### src/rtl/mem_access_unit_pkg.sv
// Shared definitions for the data-memory access unit: data width, FSM state
// type, funct3 access encodings and the access legality check.
package mem_access_unit_pkg;

  localparam int unsigned DATA_WIDTH = 32;

  typedef enum logic [1:0] {
    StIdle,
    StReq,
    StDone
  } mem_state_e;

  // Load encodings
  localparam logic [2:0] F3Lb  = 3'b000;
  localparam logic [2:0] F3Lh  = 3'b001;
  localparam logic [2:0] F3Lw  = 3'b010;
  localparam logic [2:0] F3Lbu = 3'b100;
  localparam logic [2:0] F3Lhu = 3'b101;
  // Store encodings
  localparam logic [2:0] F3Sb  = 3'b000;
  localparam logic [2:0] F3Sh  = 3'b001;
  localparam logic [2:0] F3Sw  = 3'b010;

  // Legal encoding for the direction and naturally aligned for its size.
  function automatic logic access_legal(input logic       is_load,
                                        input logic [2:0] funct3,
                                        input logic [1:0] addr_lo);
    logic f3_ok;
    logic aligned;
    if (is_load) f3_ok = funct3 inside {F3Lb, F3Lh, F3Lw, F3Lbu, F3Lhu};
    else         f3_ok = funct3 inside {F3Sb, F3Sh, F3Sw};
    case (funct3[1:0])
      2'b00:   aligned = 1'b1;
      2'b01:   aligned = ~addr_lo[0];
      default: aligned = (addr_lo == 2'b00);
    endcase
    return f3_ok & aligned;
  endfunction

endpackage

### src/rtl/mem_access_unit_load_extend.sv
// Selects the addressed byte/halfword lane of a read word and sign- or
// zero-extends it according to funct3.
//   rdata_i   : word returned by data memory
//   addr_lo_i : byte offset of the access within the word
//   funct3_i  : load width / signedness
//   ext_o     : extended load result
module load_extend
  import mem_access_unit_pkg::*;
(
  input  logic [DATA_WIDTH-1:0] rdata_i,
  input  logic [1:0]            addr_lo_i,
  input  logic [2:0]            funct3_i,
  output logic [DATA_WIDTH-1:0] ext_o
);

  logic [7:0]  lane_b;
  logic [15:0] lane_h;

  always_comb begin
    lane_b = 8'h00;
    case (addr_lo_i)
      2'd0:    lane_b = rdata_i[7:0];
      2'd1:    lane_b = rdata_i[15:8];
      2'd2:    lane_b = rdata_i[23:16];
      default: lane_b = rdata_i[31:24];
    endcase
    lane_h = addr_lo_i[1] ? rdata_i[31:16] : rdata_i[15:0];

    case (funct3_i)
      F3Lb:    ext_o = {{24{lane_b[7]}}, lane_b};
      F3Lh:    ext_o = {{16{lane_h[15]}}, lane_h};
      F3Lbu:   ext_o = {24'h000000, lane_b};
      F3Lhu:   ext_o = {16'h0000, lane_h};
      default: ext_o = rdata_i;
    endcase
  end

endmodule

### src/rtl/mem_access_unit.sv
// MEM-stage data memory access unit. Turns the EX/MEM load/store request into
// a single held bus request, stalls the pipeline until it is accepted, and
// reports misaligned, illegal or timed-out accesses with a one-cycle error.
//   clk, rst_n          : clock, synchronous active-low reset
//   MEM_*_i             : address, store data, read/write, funct3 from EX/MEM
//   dmem_*_o / dmem_*_i : data memory request side and response side
//   MEM_stall_o         : holds the pipeline while an access is in flight
//   MEM_rd_data_o       : extended load result, held until the next load
//   MEM_done_o/MEM_err_o: completion and error pulses
module mem_access_unit
  import mem_access_unit_pkg::*;
#(
  parameter int unsigned MAX_WAIT = 16
) (
  input  logic                  clk,
  input  logic                  rst_n,
  input  logic [DATA_WIDTH-1:0] MEM_alu_result_i,
  input  logic [DATA_WIDTH-1:0] MEM_wr_data_i,
  input  logic                  MEM_MemRead_i,
  input  logic                  MEM_MemWrite_i,
  input  logic [2:0]            MEM_funct3_i,
  output logic                  dmem_req_o,
  output logic                  dmem_we_o,
  output logic [DATA_WIDTH-1:0] dmem_addr_o,
  output logic [DATA_WIDTH-1:0] dmem_wdata_o,
  output logic [3:0]            dmem_be_o,
  input  logic [DATA_WIDTH-1:0] dmem_rdata_i,
  input  logic                  dmem_ready_i,
  output logic                  MEM_stall_o,
  output logic [DATA_WIDTH-1:0] MEM_rd_data_o,
  output logic                  MEM_done_o,
  output logic                  MEM_err_o
);

  localparam int unsigned CntW = (MAX_WAIT > 1) ? $clog2(MAX_WAIT) : 1;
  localparam logic [CntW-1:0] LastWait = CntW'(MAX_WAIT - 1);

  mem_state_e            state_q;
  logic [CntW-1:0]       wait_q;
  logic                  req_q, we_q, err_q, done_q;
  // Set for the cycle after a timeout: the pipeline still presents the
  // failed instruction then and it must be let go, not reissued.
  logic                  retire_q;
  logic                  is_load_q;
  logic [2:0]            funct3_q;
  logic [1:0]            addr_lo_q;
  logic [DATA_WIDTH-1:0] addr_q, wdata_q, rd_data_q;
  logic [3:0]            be_q;

  logic                  one_req, pending, bad;
  logic [DATA_WIDTH-1:0] wdata_n, load_ext;
  logic [3:0]            be_n;

  always_comb begin
    one_req = MEM_MemRead_i ^ MEM_MemWrite_i;
    pending = one_req & access_legal(MEM_MemRead_i, MEM_funct3_i, MEM_alu_result_i[1:0]);
    bad     = (MEM_MemRead_i & MEM_MemWrite_i) | (one_req & ~pending);

    case (MEM_funct3_i[1:0])
      2'b00: begin
        be_n    = 4'b0001 << MEM_alu_result_i[1:0];
        wdata_n = {4{MEM_wr_data_i[7:0]}};
      end
      2'b01: begin
        be_n    = 4'b0011 << MEM_alu_result_i[1:0];
        wdata_n = {2{MEM_wr_data_i[15:0]}};
      end
      default: begin
        be_n    = 4'b1111;
        wdata_n = MEM_wr_data_i;
      end
    endcase

    MEM_stall_o = rst_n & (((state_q == StIdle) & pending & ~retire_q) | (state_q == StReq));
  end

  load_extend u_load_extend (
    .rdata_i   (dmem_rdata_i),
    .addr_lo_i (addr_lo_q),
    .funct3_i  (funct3_q),
    .ext_o     (load_ext)
  );

  always_ff @(posedge clk) begin
    if (!rst_n) begin
      state_q   <= StIdle;
      wait_q    <= '0;
      req_q     <= 1'b0;
      we_q      <= 1'b0;
      err_q     <= 1'b0;
      done_q    <= 1'b0;
      retire_q  <= 1'b0;
      is_load_q <= 1'b0;
      funct3_q  <= 3'b000;
      addr_lo_q <= 2'b00;
      addr_q    <= '0;
      wdata_q   <= '0;
      be_q      <= 4'b0000;
      rd_data_q <= '0;
    end else begin
      err_q    <= 1'b0;
      done_q   <= 1'b0;
      retire_q <= 1'b0;
      case (state_q)
        StIdle: begin
          if (retire_q) begin
            // Timed-out instruction leaves the stage this cycle.
          end else if (pending) begin
            addr_q    <= {MEM_alu_result_i[DATA_WIDTH-1:2], 2'b00};
            addr_lo_q <= MEM_alu_result_i[1:0];
            wdata_q   <= wdata_n;
            be_q      <= be_n;
            we_q      <= MEM_MemWrite_i;
            is_load_q <= MEM_MemRead_i;
            funct3_q  <= MEM_funct3_i;
            req_q     <= 1'b1;
            wait_q    <= '0;
            state_q   <= StReq;
          end else if (bad) begin
            err_q <= 1'b1;
          end
        end
        StReq: begin
          if (dmem_ready_i) begin
            if (is_load_q) rd_data_q <= load_ext;
            req_q   <= 1'b0;
            we_q    <= 1'b0;
            done_q  <= 1'b1;
            state_q <= StDone;
          end else if (wait_q == LastWait) begin
            req_q    <= 1'b0;
            we_q     <= 1'b0;
            err_q    <= 1'b1;
            retire_q <= 1'b1;
            state_q  <= StIdle;
          end else begin
            wait_q <= wait_q + 1'b1;
          end
        end
        StDone:  state_q <= StIdle;
        default: state_q <= StIdle;
      endcase
    end
  end

  assign dmem_req_o    = req_q;
  assign dmem_we_o     = we_q;
  assign dmem_addr_o   = addr_q;
  assign dmem_wdata_o  = wdata_q;
  assign dmem_be_o     = be_q;
  assign MEM_rd_data_o = rd_data_q;
  assign MEM_done_o    = done_q;
  assign MEM_err_o     = err_q;

endmodule
### config.mk
export PLATFORM = sky130hd
export DESIGN_NAME = mem_access_unit
export DESIGN_NICKNAME = d
export VERILOG_FILES = /design/src/rtl/mem_access_unit_pkg.sv /design/src/rtl/mem_access_unit_load_extend.sv /design/src/rtl/mem_access_unit.sv
export SDC_FILE = /design/constraint.sdc
export NUM_CORES = 1
export LEC_CHECK = 0
export CORE_UTILIZATION = 39
export CTS_BUF_LIST = sky130_fd_sc_hd__clkbuf_16
export CTS_CLUSTER_DIAMETER = 120
export DETAILED_ROUTE_END_ITERATION = 10
export HOLD_SLACK_MARGIN = 0.06
export PLACE_DENSITY = 0.77
export SKIP_CTS_REPAIR_TIMING = 1
export SLEW_MARGIN = 0
export SYNTH_ARGS = -nofsm -noshare
export SYNTH_HDL_FRONTEND = slang
export SYNTH_SLANG_ARGS = --single-unit
### constraint.sdc
create_clock -name clk -period 1.9 [get_ports clk]
set_input_delay 0.38 -clock clk [delete_from_list [all_inputs] [get_ports clk]]
set_output_delay 0.38 -clock clk [all_outputs]
set_load 0.02 [all_outputs]
======== Word-level counts from Yosys, hierarchy flattened ========
Cells that the tools add are included.
word-level totals
  register bits ........................... 115
  bits of input ports ..................... 104
  output and inout port bits .............. 105
  logic and storage cells ................. 94
cells by class
  $add $sub $neg .......................... 1
  equal/unequal tests ..................... 17
  shift-type cells ........................ 2
  mux-type cells .......................... 32
  bitwise gates (word level) .............. 13
  reductions and logical operators ........ 15
operator list
  operator                                              count
  one-hot mux 32 bit (4 select lines)                   1
  one-hot mux 32 bit (2 select lines)                   1
  one-hot mux 8 bit (3 select lines)                    1
  2-to-1 mux 16 bit                                     1
  2-to-1 mux 4 bit                                      4
  one-hot mux 4 bit (2 select lines)                    2
  2-to-1 mux 1 bit                                      13
  equality test 3 bit (second input constant)           4
  AND reduction 3 bit                                   3
  logical NOT 2 bit                                     4
  2-to-1 mux 2 bit                                      4
  != test 2 bit (second input constant)                 4
  one-hot mux 1 bit (2 select lines)                    4
  AND 1 bit                                             7
  equality test 2 x 1 -> 1 bit (second input constant)  3
  equality test 3 x 1 -> 1 bit (second input constant)  2
  logical NOT 3 bit                                     2
  AND reduction 5 bit                                   1
  nonzero test 5 bit                                    1
  adder 4 x 1 -> 4 bit (second input constant)          1
  equality test 4 bit (second input constant)           1
  one-hot mux 2 bit (2 select lines)                    1
  AND reduction 4 bit                                   1
  left shift 1 x 2 -> 4 bit (first input constant)      1
  10 further kinds                                      13

======== Depth between registers and ports, before layout ========
  depth in word-level cells ............... 12
  depth in mapped cells ................... 8
  mapped depth without buffers ............ 6

======== Hierarchy ========
From an unflattened synthesis, not the netlist that was laid out.
second synthesis, totals
  cell total of the unflattened synthesis .. 696
  area total of the unflattened synthesis .. 5,698.0 µm²
modules (own cells, without submodules)
  module           times used  cells an instance  area each (µm²)  seq. area each (µm²)
  mem_access_unit  1           565                4,974.8          2,302.2
  load_extend      1           131                723.2            0.0

======== Least setup slack after synthesis ========
OpenSTA, ideal clock, no wires.
  path kind ............................... input to output
  start point ............................. input MEM_alu_result_i[1]
  end point ............................... output MEM_stall_o
  data arrival time ....................... 1.745 ns
  data required time ...................... 1.520 ns
  path slack .............................. -0.225 ns
  stages .................................. 5
  path buffers ............................ 1
  cell sequence ........................... o31a_1 > a2111oi_4 > nand2_1 > clkbuf_1 > a21oi_1
on the way
  cells in the longest elaborated chain, start to end .. 8
ends and longest elaborated chain
  what                                line                       text
  start, declared                     mem_access_unit.sv:17      input logic [DATA_WIDTH-1:0] MEM_alu_result_i,
  logical NOT 2 bit                   mem_access_unit_pkg.sv:35  default: aligned = (addr_lo == 2'b00);
  one-hot mux 1 bit (2 select lines)  mem_access_unit_pkg.sv:32  case (funct3[1:0])
  AND 1 bit                           mem_access_unit_pkg.sv:37  return f3_ok & aligned;
  AND 1 bit                           mem_access_unit.sv:56      pending = one_req & access_legal(MEM_MemRead_i, MEM_funct3_i, MEM_alu_result_i[1:0]);
  AND 1 bit (2 in a row)              mem_access_unit.sv:74      MEM_stall_o = rst_n & (((state_q == StIdle) & pending & ~retire_q) | (state_q == StReq));
  OR 1 bit                            mem_access_unit.sv:74
  AND 1 bit                           mem_access_unit.sv:74
  end, declared                       mem_access_unit.sv:29      output logic MEM_stall_o,
Every way passes these cells.

======== Final worst setup path ========
  start point ............................. input MEM_MemRead_i
  end point ............................... output MEM_stall_o
on the way
  cells in the longest elaborated chain, start to end .. 7
  elaborated cells between the ends (all ways) .. 8
  classes of those cells .................. mux: 1; bitwise: 7
ends and longest elaborated chain
  what                        line                       text
  start, declared             mem_access_unit.sv:19      input logic MEM_MemRead_i,
  2-to-1 mux 1 bit            mem_access_unit_pkg.sv:30  if (is_load) f3_ok = funct3 inside {F3Lb, F3Lh, F3Lw, F3Lbu, F3Lhu};
  AND 1 bit                   mem_access_unit_pkg.sv:37
  AND 1 bit (*)               mem_access_unit.sv:56
  AND 1 bit (*) (2 in a row)  mem_access_unit.sv:74
  OR 1 bit (*)                mem_access_unit.sv:74
  AND 1 bit (*)               mem_access_unit.sv:74
Mark *: on every way between the ends. The rest lies on a longest branch, timed or not.

==> impl_metrics.env <==
export IMPL_status="finished with violations"
export IMPL_violations="negative setup slack"
export IMPL_final_cells=1023
export IMPL_crit_arrival_ns=1.52
export IMPL_placedCellCount=990
export IMPL_min_path_type="in -> reg"
export IMPL_post_route_period_util=1.00
export IMPL_yosys_warnings=0
export IMPL_fillers=1030
export IMPL_dp_hpwl_um=11500
export IMPL_numPortBuffers=206
export IMPL_cts_htree_levels=4
export IMPL_fin_worst_skew_ns=0.00792
export IMPL_regToRegSetupSlack_ns=0.18
export IMPL_hold_viol_final=0
export IMPL_cp_max_fo=2
export IMPL_clk_path_buf_depth=2
export IMPL_period_minus_slack_ns=1.90
export IMPL_ys_seq_elements=115
export IMPL_drt_initial_drc_count=520
export IMPL_cp_top_family="compound AO/OA/AOI/OAI gates"
export IMPL_final_cell_mix="clkdlybuf4s50_1 (198), nand2_1 (165), dfxtp_1 (115)"
export IMPL_wirelength_um=16100
export IMPL_core_area_mm2=0.0123
export IMPL_crit_slowest_cell="a2111oi_4"
export IMPL_die_x_um=115
export IMPL_cp_start_kind="primary input"
export IMPL_drc=0
export IMPL_ys_seq_area_frac=0.461
export IMPL_grt_pass1_wl_um=25700
export IMPL_rsz0062_at_grt="yes"
export IMPL_io_pins=209
export IMPL_initial_core_util=0.407
export IMPL_fin_util=0.654
export IMPL_antenna_found_initial=0
export IMPL_final_common_cell="clkdlybuf4s50_1"
export IMPL_viasPerCell=5.28
export IMPL_finalNetCount=948
export IMPL_wl_per_cell_um=15.7
export IMPL_syn_area_mm2=0.00499
export IMPL_fmax_mhz=526
export IMPL_fp_row_count=40
export IMPL_worstSkewPairLatency_ns=0.42
export IMPL_dr_total_vias=5397
export IMPL_grt_max_degree=75
export IMPL_die_area_mm2=0.0133
export IMPL_criticalPathCategory="in -> out"
export IMPL_total_leakage_power_nw=3.00
export IMPL_root_buffer="clkbuf_16"
export IMPL_drive_above_1_share=0.116
export IMPL_crit_buf_inv=3
export IMPL_syn_to_final_growth_pct=60.7
export IMPL_max_stage_delay_ns=0.35
export IMPL_grt_pass1_vias=5413
export IMPL_synth_top_flop_cell="dfxtp_1"
export IMPL_cts_buffers=17
export IMPL_synth_edff_count=0
export IMPL_grt_overflow_total=0
export IMPL_crit_chain="buf_8 -> ha_4 -> inv_2 -> a2111oi_4 -> nand2_2 -> a21oi_4 -> buf_6"
export IMPL_power_density_mw_per_mm2=833
export IMPL_die_height_um=115
export IMPL_drv_cap=0
export IMPL_synth_cells=618
export IMPL_worst_pin_slew_ns=0.605
export IMPL_worst_slack_ns=-0.00102
export IMPL_routabilityCongestion=0.870
export IMPL_worst_slew_margin_rel=0.597
export IMPL_ys_async_sr_fraction=0
export IMPL_critPathRequiredTime_ns=1.52
export IMPL_setup_viol=1
export IMPL_synthDistinctLibCells=42
export IMPL_drtPass1Iterations=5
export IMPL_tritoncts="yes"
export IMPL_cts_clk_slew_worst_paths_ns=0.06
export IMPL_synth_avg_cell_area_um2=8.08
export IMPL_ir_drop_mv=0.601
export IMPL_fin_area_mm2=0.00802
export IMPL_slew_violations=0
export IMPL_track_usage=0.249
export IMPL_antenna_cells=0
export IMPL_clock_sinks=115
export IMPL_placed_area_mm2=0.00743
export IMPL_critPathCaptureType="output pin"
export IMPL_detail_route_antenna_nets=0
## metrics by stage
| step | setup TNS [ns] | setup slack, ns | hold WS (ns) | power (W) |
|---|---|---|---|---|
| floorplan | -0.00758 | -0.00758 | 0.445 | 0.00315 |
| global placement | -44.57 | -0.851 | 0.443 | 0.00372 |
| detailed placement | -49.58 | -0.899 | 0.450 | 0.00375 |
| CTS | -11.98 | -0.899 | 0.457 | 0.00671 |
| global route | -0.0579 | -0.0576 | 0.207 | 0.00693 |
| finish | -0.00102 | -0.00102 | 0.218 | 0.00668 |
## final timing paths
path                        to  depth (start not counted)       startpoint
max                MEM_stall_o                          7    MEM_MemRead_i
max reg2reg  MEM_rd_data_o[23]                          7     addr_lo_q[1]
min                  dmem_we_o                          2   MEM_MemWrite_i
min reg2reg    dmem_wdata_o[6]                          2  dmem_wdata_o[6]
## cells by family after synthesis
logic type               Yosys count  share of synthesized area
multiplexers                      28                     0.0609
buffers and inverters             56                     0.0574
flip-flops                       115                      0.461
AO/OA/AOI/OAI                    179                      0.216
other                              1                   0.000751
XOR/XNOR                           1                    0.00176
AND/OR/NAND/NOR                  236                      0.197
adder cells (fa/ha/maj)            2                    0.00501
## state kept, by name (all words and copies together) (netlist names)
register and flops:
MEM_done_o 1, MEM_err_o 1, MEM_rd_data_o 32, addr_lo_q 2
dmem_addr_o 30, dmem_be_o 4, dmem_req_o 1, dmem_wdata_o 32
dmem_we_o 1, funct3_q 3, is_load_q 1, retire_q 1
state_q 2, wait_q 4
## final cells by class
class                           count  area, µm²  area share
Tap cell                          168        210      0.0262
Timing Repair Buffer              254       2490       0.311
Inverter                            6       22.5     0.00281
Sequential cell                   115       2300       0.287
Multi-Input combinational cell    448       2440       0.305
Clock inverter                     15        125      0.0156
Clock buffer                       17        425      0.0530
## Yosys cell counts (all sizes together), types with 10 or more instances
cell type / count / area, µm²
a311oi: 10 / 87.6
nor2: 28 / 105
dfxtp: 115 / 2300
a21oi: 89 / 445
mux2i: 18 / 180
clkbuf: 30 / 113
buf: 20 / 151
o21ai: 38 / 190
nand2: 166 / 623
a211oi: 10 / 75.1
## routing by layer
layer	global-route usage	routed length, µm
met1	0.275	6170
met2	0.437	7980
met3	0.0854	1580
met4	0.104	343
met5	0	0
## power by group
group	switching (W)	total, W	internal, W	leakage [nW]
clock network	0.00109	0.00297	0.00188	0.279
logic	0.000555	0.00113	0.000574	1.79
registers	0.0000607	0.00258	0.00252	0.934
No activity file was read; power rests on OpenSTA's default activity.
